===== src/rtl/fetch_decode_stage_pkg.sv =====
// Shared RV32I front-end definitions: opcodes, immediate-format encodings
// and the bubble word. The extender and the control unit use the same encodings.
package fetch_decode_stage_pkg;

  localparam logic [6:0] OP_IMM    = 7'b0010011;
  localparam logic [6:0] OP_LOAD   = 7'b0000011;
  localparam logic [6:0] OP_JALR   = 7'b1100111;
  localparam logic [6:0] OP_STORE  = 7'b0100011;
  localparam logic [6:0] OP_BRANCH = 7'b1100011;
  localparam logic [6:0] OP_JAL    = 7'b1101111;
  localparam logic [6:0] OP_REG    = 7'b0110011;
  localparam logic [6:0] OP_LUI    = 7'b0110111;
  localparam logic [6:0] OP_AUIPC  = 7'b0010111;

  localparam logic [31:0] NOP_WORD = 32'h0000_0013;

  typedef enum logic [1:0] {
    IMM_I = 2'b00,
    IMM_S = 2'b01,
    IMM_B = 2'b10,
    IMM_J = 2'b11
  } imm_fmt_e;

  typedef struct packed {
    imm_fmt_e fmt;
    logic     illegal;
  } imm_dec_t;

  function automatic imm_dec_t decode_opcode(input logic [6:0] op);
    imm_dec_t d;
    d.fmt     = IMM_I;
    d.illegal = 1'b0;
    case (op)
      OP_IMM, OP_LOAD, OP_JALR:   d.fmt = IMM_I;
      OP_STORE:                   d.fmt = IMM_S;
      OP_BRANCH:                  d.fmt = IMM_B;
      OP_JAL:                     d.fmt = IMM_J;
      OP_REG, OP_LUI, OP_AUIPC:   d.fmt = IMM_I;
      default:                    d.illegal = 1'b1;
    endcase
    return d;
  endfunction

endpackage


===== src/rtl/fetch_decode_stage_if.sv =====
// Fetch/decode stage bus: instruction memory, hazard/redirect controls and
// the IF/ID register outputs. master = the stage, slave = its surroundings.
interface fetch_decode_stage_if;
  logic [31:0] imem_addr;
  logic [31:0] imem_rdata;
  logic        imem_ready;
  logic        stall;
  logic        redirect_e;
  logic [31:0] pc_target_e;
  logic [31:0] instr_d;
  logic [31:0] pc_d;
  logic [31:0] pcplus4_d;
  logic [24:0] imm_d;
  logic [1:0]  immcntrl_d;
  logic        valid_d;
  logic        illegal_d;

  modport master (
    output imem_addr, instr_d, pc_d, pcplus4_d, imm_d, immcntrl_d, valid_d, illegal_d,
    input  imem_rdata, imem_ready, stall, redirect_e, pc_target_e
  );

  modport slave (
    input  imem_addr, instr_d, pc_d, pcplus4_d, imm_d, immcntrl_d, valid_d, illegal_d,
    output imem_rdata, imem_ready, stall, redirect_e, pc_target_e
  );
endinterface


===== src/rtl/fetch_decode_stage_imm_type_decode.sv =====
// Combinational opcode -> immediate format / illegal-opcode flag.
module imm_type_decode
  import fetch_decode_stage_pkg::*;
(
  input  logic [6:0] i_opcode,
  output imm_fmt_e   o_immcntrl,
  output logic       o_illegal
);
  imm_dec_t w_dec;

  always_comb begin
    w_dec      = decode_opcode(i_opcode);
    o_immcntrl = w_dec.fmt;
    o_illegal  = w_dec.illegal;
  end
endmodule


===== src/rtl/fetch_decode_stage.sv =====
// RV32I IF stage with IF/ID pipeline register: PC ownership, fetch capture,
// registered immediate-format decode, stall/redirect/wait-state handling.
module fetch_decode_stage
  import fetch_decode_stage_pkg::*;
#(
  parameter logic [31:0] RESET_PC  = 32'h0000_0000,
  parameter logic [31:0] NOP_INSTR = NOP_WORD
) (
  input  logic                     clk,
  input  logic                     reset,
  fetch_decode_stage_if.master     bus
);
  logic [31:0] r_pc_f;
  logic [31:0] r_instr_d;
  logic [31:0] r_pc_d;
  logic [31:0] r_pcplus4_d;
  imm_fmt_e    r_immcntrl_d;
  logic        r_valid_d;
  logic        r_illegal_d;

  logic [31:0] w_pcplus4_f;
  logic [31:0] w_target;
  imm_fmt_e    w_immcntrl;
  logic        w_illegal;

  assign w_pcplus4_f = r_pc_f + 32'd4;
  assign w_target    = bus.pc_target_e & ~32'd3;

  imm_type_decode u_imm_type_decode (
    .i_opcode   (bus.imem_rdata[6:0]),
    .o_immcntrl (w_immcntrl),
    .o_illegal  (w_illegal)
  );

  // Priority: redirect > stall > wait state > advance. Bubbles keep pc_d/pcplus4_d.
  always_ff @(posedge clk or posedge reset) begin
    if (reset) begin
      r_pc_f       <= RESET_PC;
      r_instr_d    <= NOP_INSTR;
      r_pc_d       <= '0;
      r_pcplus4_d  <= '0;
      r_immcntrl_d <= IMM_I;
      r_valid_d    <= 1'b0;
      r_illegal_d  <= 1'b0;
    end else if (bus.redirect_e) begin
      r_pc_f       <= w_target;
      r_instr_d    <= NOP_INSTR;
      r_immcntrl_d <= IMM_I;
      r_valid_d    <= 1'b0;
      r_illegal_d  <= 1'b0;
    end else if (bus.stall) begin
      r_pc_f <= r_pc_f;
    end else if (!bus.imem_ready) begin
      r_instr_d    <= NOP_INSTR;
      r_immcntrl_d <= IMM_I;
      r_valid_d    <= 1'b0;
      r_illegal_d  <= 1'b0;
    end else begin
      r_pc_f       <= w_pcplus4_f;
      r_instr_d    <= bus.imem_rdata;
      r_pc_d       <= r_pc_f;
      r_pcplus4_d  <= w_pcplus4_f;
      r_immcntrl_d <= w_immcntrl;
      r_valid_d    <= 1'b1;
      r_illegal_d  <= w_illegal;
    end
  end

  assign bus.imem_addr  = r_pc_f;
  assign bus.instr_d    = r_instr_d;
  assign bus.pc_d       = r_pc_d;
  assign bus.pcplus4_d  = r_pcplus4_d;
  assign bus.imm_d      = r_instr_d[31:7];
  assign bus.immcntrl_d = r_immcntrl_d;
  assign bus.valid_d    = r_valid_d;
  assign bus.illegal_d  = r_illegal_d;
endmodule

===== src/flat_wrapper.sv =====
// flat-port wrapper written by rule: the top's interface ports become plain ports
module fetch_decode_stage_flat import fetch_decode_stage_pkg::*;
#(
  parameter logic [31:0] RESET_PC  = 32'h0000_0000,
  parameter logic [31:0] NOP_INSTR = NOP_WORD
)
  (clk, reset, bus_imem_addr, bus_instr_d, bus_pc_d, bus_pcplus4_d, bus_imm_d, bus_immcntrl_d, bus_valid_d, bus_illegal_d, bus_imem_rdata, bus_imem_ready, bus_stall, bus_redirect_e, bus_pc_target_e);
  fetch_decode_stage_if bus_i ();
  input  logic clk;
  input  logic reset;
  output wire logic [$bits(bus_i.imem_addr)-1:0] bus_imem_addr;
  output wire logic [$bits(bus_i.instr_d)-1:0] bus_instr_d;
  output wire logic [$bits(bus_i.pc_d)-1:0] bus_pc_d;
  output wire logic [$bits(bus_i.pcplus4_d)-1:0] bus_pcplus4_d;
  output wire logic [$bits(bus_i.imm_d)-1:0] bus_imm_d;
  output wire logic [$bits(bus_i.immcntrl_d)-1:0] bus_immcntrl_d;
  output wire logic [$bits(bus_i.valid_d)-1:0] bus_valid_d;
  output wire logic [$bits(bus_i.illegal_d)-1:0] bus_illegal_d;
  input wire logic [$bits(bus_i.imem_rdata)-1:0] bus_imem_rdata;
  input wire logic [$bits(bus_i.imem_ready)-1:0] bus_imem_ready;
  input wire logic [$bits(bus_i.stall)-1:0] bus_stall;
  input wire logic [$bits(bus_i.redirect_e)-1:0] bus_redirect_e;
  input wire logic [$bits(bus_i.pc_target_e)-1:0] bus_pc_target_e;
  assign bus_imem_addr = bus_i.imem_addr;
  assign bus_instr_d = bus_i.instr_d;
  assign bus_pc_d = bus_i.pc_d;
  assign bus_pcplus4_d = bus_i.pcplus4_d;
  assign bus_imm_d = bus_i.imm_d;
  assign bus_immcntrl_d = bus_i.immcntrl_d;
  assign bus_valid_d = bus_i.valid_d;
  assign bus_illegal_d = bus_i.illegal_d;
  assign bus_i.imem_rdata = bus_imem_rdata;
  assign bus_i.imem_ready = bus_imem_ready;
  assign bus_i.stall = bus_stall;
  assign bus_i.redirect_e = bus_redirect_e;
  assign bus_i.pc_target_e = bus_pc_target_e;
  fetch_decode_stage #(.RESET_PC(RESET_PC), .NOP_INSTR(NOP_INSTR)) u_core (.clk(clk), .reset(reset), .bus(bus_i));
endmodule

===== config.mk =====
export PLATFORM = sky130hd
export DESIGN_NAME = fetch_decode_stage_flat
export DESIGN_NICKNAME = d
export VERILOG_FILES = /design/src/rtl/fetch_decode_stage_pkg.sv /design/src/rtl/fetch_decode_stage_if.sv /design/src/rtl/fetch_decode_stage_imm_type_decode.sv /design/src/rtl/fetch_decode_stage.sv /design/src/flat_wrapper.sv
export SDC_FILE = /design/constraint.sdc
export NUM_CORES = 1
export LEC_CHECK = 0
export CAP_MARGIN = 5
export CORE_ASPECT_RATIO = 1.2
export CORE_MARGIN = 1
export CORE_UTILIZATION = 48
export CTS_CLUSTER_SIZE = 25
export DETAILED_ROUTE_END_ITERATION = 12
export PLACE_DENSITY_LB_ADDON = 0.12
export SYNTH_ARGS = -nofsm -noshare
export SYNTH_HDL_FRONTEND = slang
export SYNTH_SLANG_ARGS = --single-unit

===== constraint.sdc =====
create_clock -name clk -period 7.4 [get_ports clk]
set_clock_uncertainty 0.15 [all_clocks]
set_input_delay 0.74 -clock clk [delete_from_list [all_inputs] [get_ports clk]]
set_output_delay 0.74 -clock clk [all_outputs]
set_load 0.005 [all_outputs]

==> metrics.md <==
| Metric | Value |
|---|---|
| Post-Syn Area | about 6000 sq um |
| Power per cell area | 240 nW/um^2 |
| Reg2reg start | u_core.bus.imem_addr[5] |
| Worst-path clk slew | 0.06 ns |
| Row count | 44 |
| Clock root buffer | clkbuf_16 |
| First-pass GRT wire length | 27,900 microns |
| Setup violations, final | 0 |
| Final hold vios | 0 |
| Leakage | 3.54 nW |
| ANT cells | 0 |
| Setup TNS | 0 ns |
| Library cells used by synthesis | 46 |
| Die Y | 125 microns |
| Vias in the first global route | 5,411 |
| Hold/Removal Path Class | flop to flop |
| Drt pass-1 iters | 5 |
| Post-CTS Setup Inserts | 0 |
| Post-Route WL | 17,200 microns |
| Core Box Area | 12,200 sq um |
| Clock sink count | 126 |
| CTS Buf Count | 17 |
| Initial antenna violation count | 0 |
| Pin count of the biggest net entering global routing | 65 |
| Hold WS | approximately 0.32 ns |
| Vias | roughly 5,400 |
| Predominant post-synthesis flop cell | dfrtp_1 |
| Hold_sp | u_core.bus.pc_d[27] |
| Data arrival time of the worst path | 3.60 ns |
| Post-detail-place hpwl | 11,600 microns |
| Slowest stage cell on the critical path | nor2_4 |
| Max Cap Viol | 0 |
| RSZ-0062 raised after global routing | false |
| Yosys reg bits | 126 |
| WL/cell | 17.6 microns |
| CP startpoint kind | primary input |
| Sequential area share after synthesis | 0.526 |
| Async SR Flop Fraction | 1.00 |
| Period utilization | 0.463 |
| Die Width | 104 microns |
| Max incr delay on CP | 0.75 ns |
| Syn-to-layout area delta | 43.2% |
| Status | completed |
| Clk_lat worst skew | 0.41 ns |
| Final min period | 3.42 ns |
| Syn avg cell area | 9.49 sq um |
| Share of cells above drive strength 1 | 0.0604 |
| Measured slew at the worst slew-check pin | 0.926 ns |
| CP startpoint | bus_stall |
| Htree depth | 4 |
| Cells after synthesis | between 600 and 700 |
| GPL Wtd Cong | 0.812 |
| EDFF count, synth | 0 |
| Tot Pwr | 2.06 mW |
| Total track usage | 0.273 |
| Filler Cell Count | 952 |
| Max Freq | 0.292 GHz |
| Area of the multi-input gates | 2410 sq um |
| Placed cell areas | between 8000 and 9000 sq um |
| CTS Buffer Depth | 2 |
| Post_cts resized | 0 |
| Remaining Overflow, GRT | 0 |
| Post-DR vias/cell | 5.55 |
| Crit path required time | around 7.6 ns |
| DR iter-0 viols | 317 |
| Post-route ant nets | 0 |
| Starting Density | 0.494 |
| Register area | roughly 3200 sq um |
| Cell area after layout | 8600 sq um |
| Ports | 226 |
| Full die area | between 10,000 and 15,000 sq um |
| Post-CTS Hold Buffers | 0 |
| Slew HR | 0.382 |
| CTS tree | built |
| PortBufs | 217 |
| CP max FO | a little under 60 |
| CP endpoint kind | flop |
| Fin nets | 868 |
| Ys Warns | 0 |
| Critical path cell sequence | clkdlybuf4s50_1 > nand2b_1 > nor2_4 > buf_4 > nor2_1 > a31oi_1 |
| # DRC | 0 |
| IR drop worst, VDD | 125 uV |
| Slew Viols, Final | 0 |
| Crit path kind | primary input to flop |
-- cells in the final DEF (no fill, tap or decap), drive strengths merged, types with 6 or more instances in the layout --
| cell | synthesis | routed |
|---|---|---|
| conb | 1 | 6 |
| a22o | 29 | 29 |
| inv | 6 | 6 |
| nor3 | 7 | 7 |
| a31oi | 29 | 29 |
| clkdlybuf4s50 | 0 | 217 |
| clkbuf | 37 | 23 |
| dfrtp | 123 | 123 |
| o31ai | 13 | 13 |
| nand2 | 129 | 129 |
| xnor2 | 18 | 18 |
| xor2 | 9 | 9 |
| nand4 | 14 | 14 |
| nor2 | 36 | 36 |
| nand3 | 10 | 10 |
| or4 | 17 | 17 |
| o21ai | 52 | 52 |
| or3 | 17 | 17 |
-- state kept, by name, indices dropped and copies added, names as in the netlist --
signal and count:
u_core.bus.pc_d 30, u_core.bus.pcplus4_d 30, u_core.bus.instr_d 32, u_core.bus.valid_d 1
u_core.bus.imem_addr 30, u_core.bus.immcntrl_d 2, u_core.bus.illegal_d 1
-- power breakdown --
part / internal [mW] / switching, mW / total (mW)
Clock: 0.531 / 0.296 / 0.827
Combinational: 0.232 / 0.155 / 0.387
Sequential: 0.772 / 0.0768 / 0.849
Total: 1.54 / 0.528 / 2.06
-- stage by stage --
| step | setup slack [ns] | utilization | instances |
|---|---|---|---|
| 5_1_grt | 3.72 | 0.707 | 972 |
| 4_1_cts | 3.94 | 0.707 | 972 |
| 6_report | 3.98 | 0.707 | 972 |
| 3_5_place_dp | 3.57 | 0.658 | 940 |
| 3_3_place_gp | 3.68 | 0.658 | 940 |
| 2_1_floorplan | 3.16 | - | 638 |
-- synth_stat cells, types with 6 or more instances --
cell type  count  area (sq um)
nand3_1        9          45.0
xor2_1         9          78.8
buf_4         31           233
clkbuf_1      36           135
or3_1         17           106
o31ai_1       13          97.6
o21ai_0       52           260
nor2_1        36           135
buf_2          8          40.0
dfrtp_1      123          3080
a22o_1        29           254
xnor2_1       18           158
or4_1         15           113
inv_1          6          22.5
nor3_1         7          35.0
nand4_1       12          75.1
a31oi_1       29           181
nand2_1      129           484
-- cell families (layout without fill, tap and decap cells) --
logic type,count (synthesis),count (layout),share of synthesized area
compound gates,131,131,0.143
mux,1,1,0.00167
flops,126,126,0.526
fa+ha+maj,1,1,0.00208
simple gates,259,259,0.209
other cells,1,6,0.000624
xor+xnor,27,27,0.0394
buf+inv,87,260,0.0781
-- worst max-delay path: cells and delay by family --
| kind | cells | cell delay [ns] |
|---|---|---|
| AND/OR/NAND/NOR | 3 | 1.49 |
| buffers and inverters | 2 | 1.16 |
| AO/OA/AOI/OAI | 1 | 0.17 |
-- cell type report --
type | instances | share of cell area
multi-input combinational | 425 | 0.280
sequential | 126 | 0.367
clock inverter | 9 | 0.0127
tap | 161 | 0.0234
inverter | 6 | 0.00291
timing repair buffer | 222 | 0.257
clock buffer | 23 | 0.0567
-- layer usage --
metal | wire, microns | part of all wire | up-vias | track usage
met4 | 269 | 0.016 | 0 | 0.0899
met5 | 0 | 0 | - | 0
met2 | 8910 | 0.52 | 237 | 0.469
li1 | - | - | 2512 | -
met3 | 1190 | 0.069 | 20 | 0.0748
met1 | 6790 | 0.40 | 2626 | 0.331
-- path summary, 6_finish.rpt --
kind / endpoint / slack [ns] / cells past startpoint
min reg2reg: u_core.bus.pc_d[27] / 0.32 / 2
min: u_core.bus.pc_d[27] / 0.32 / 2
min in group asynchronous: u_core.bus.instr_d[21] / 0.68 / 2
max in group asynchronous: u_core.bus.imem_addr[22] / 5.13 / 3
max: u_core.bus.pcplus4_d[18] / 3.98 / 6
max reg2reg: u_core.bus.imem_addr[27] / 4.51 / 4
(Power assumes the default switching activity.)
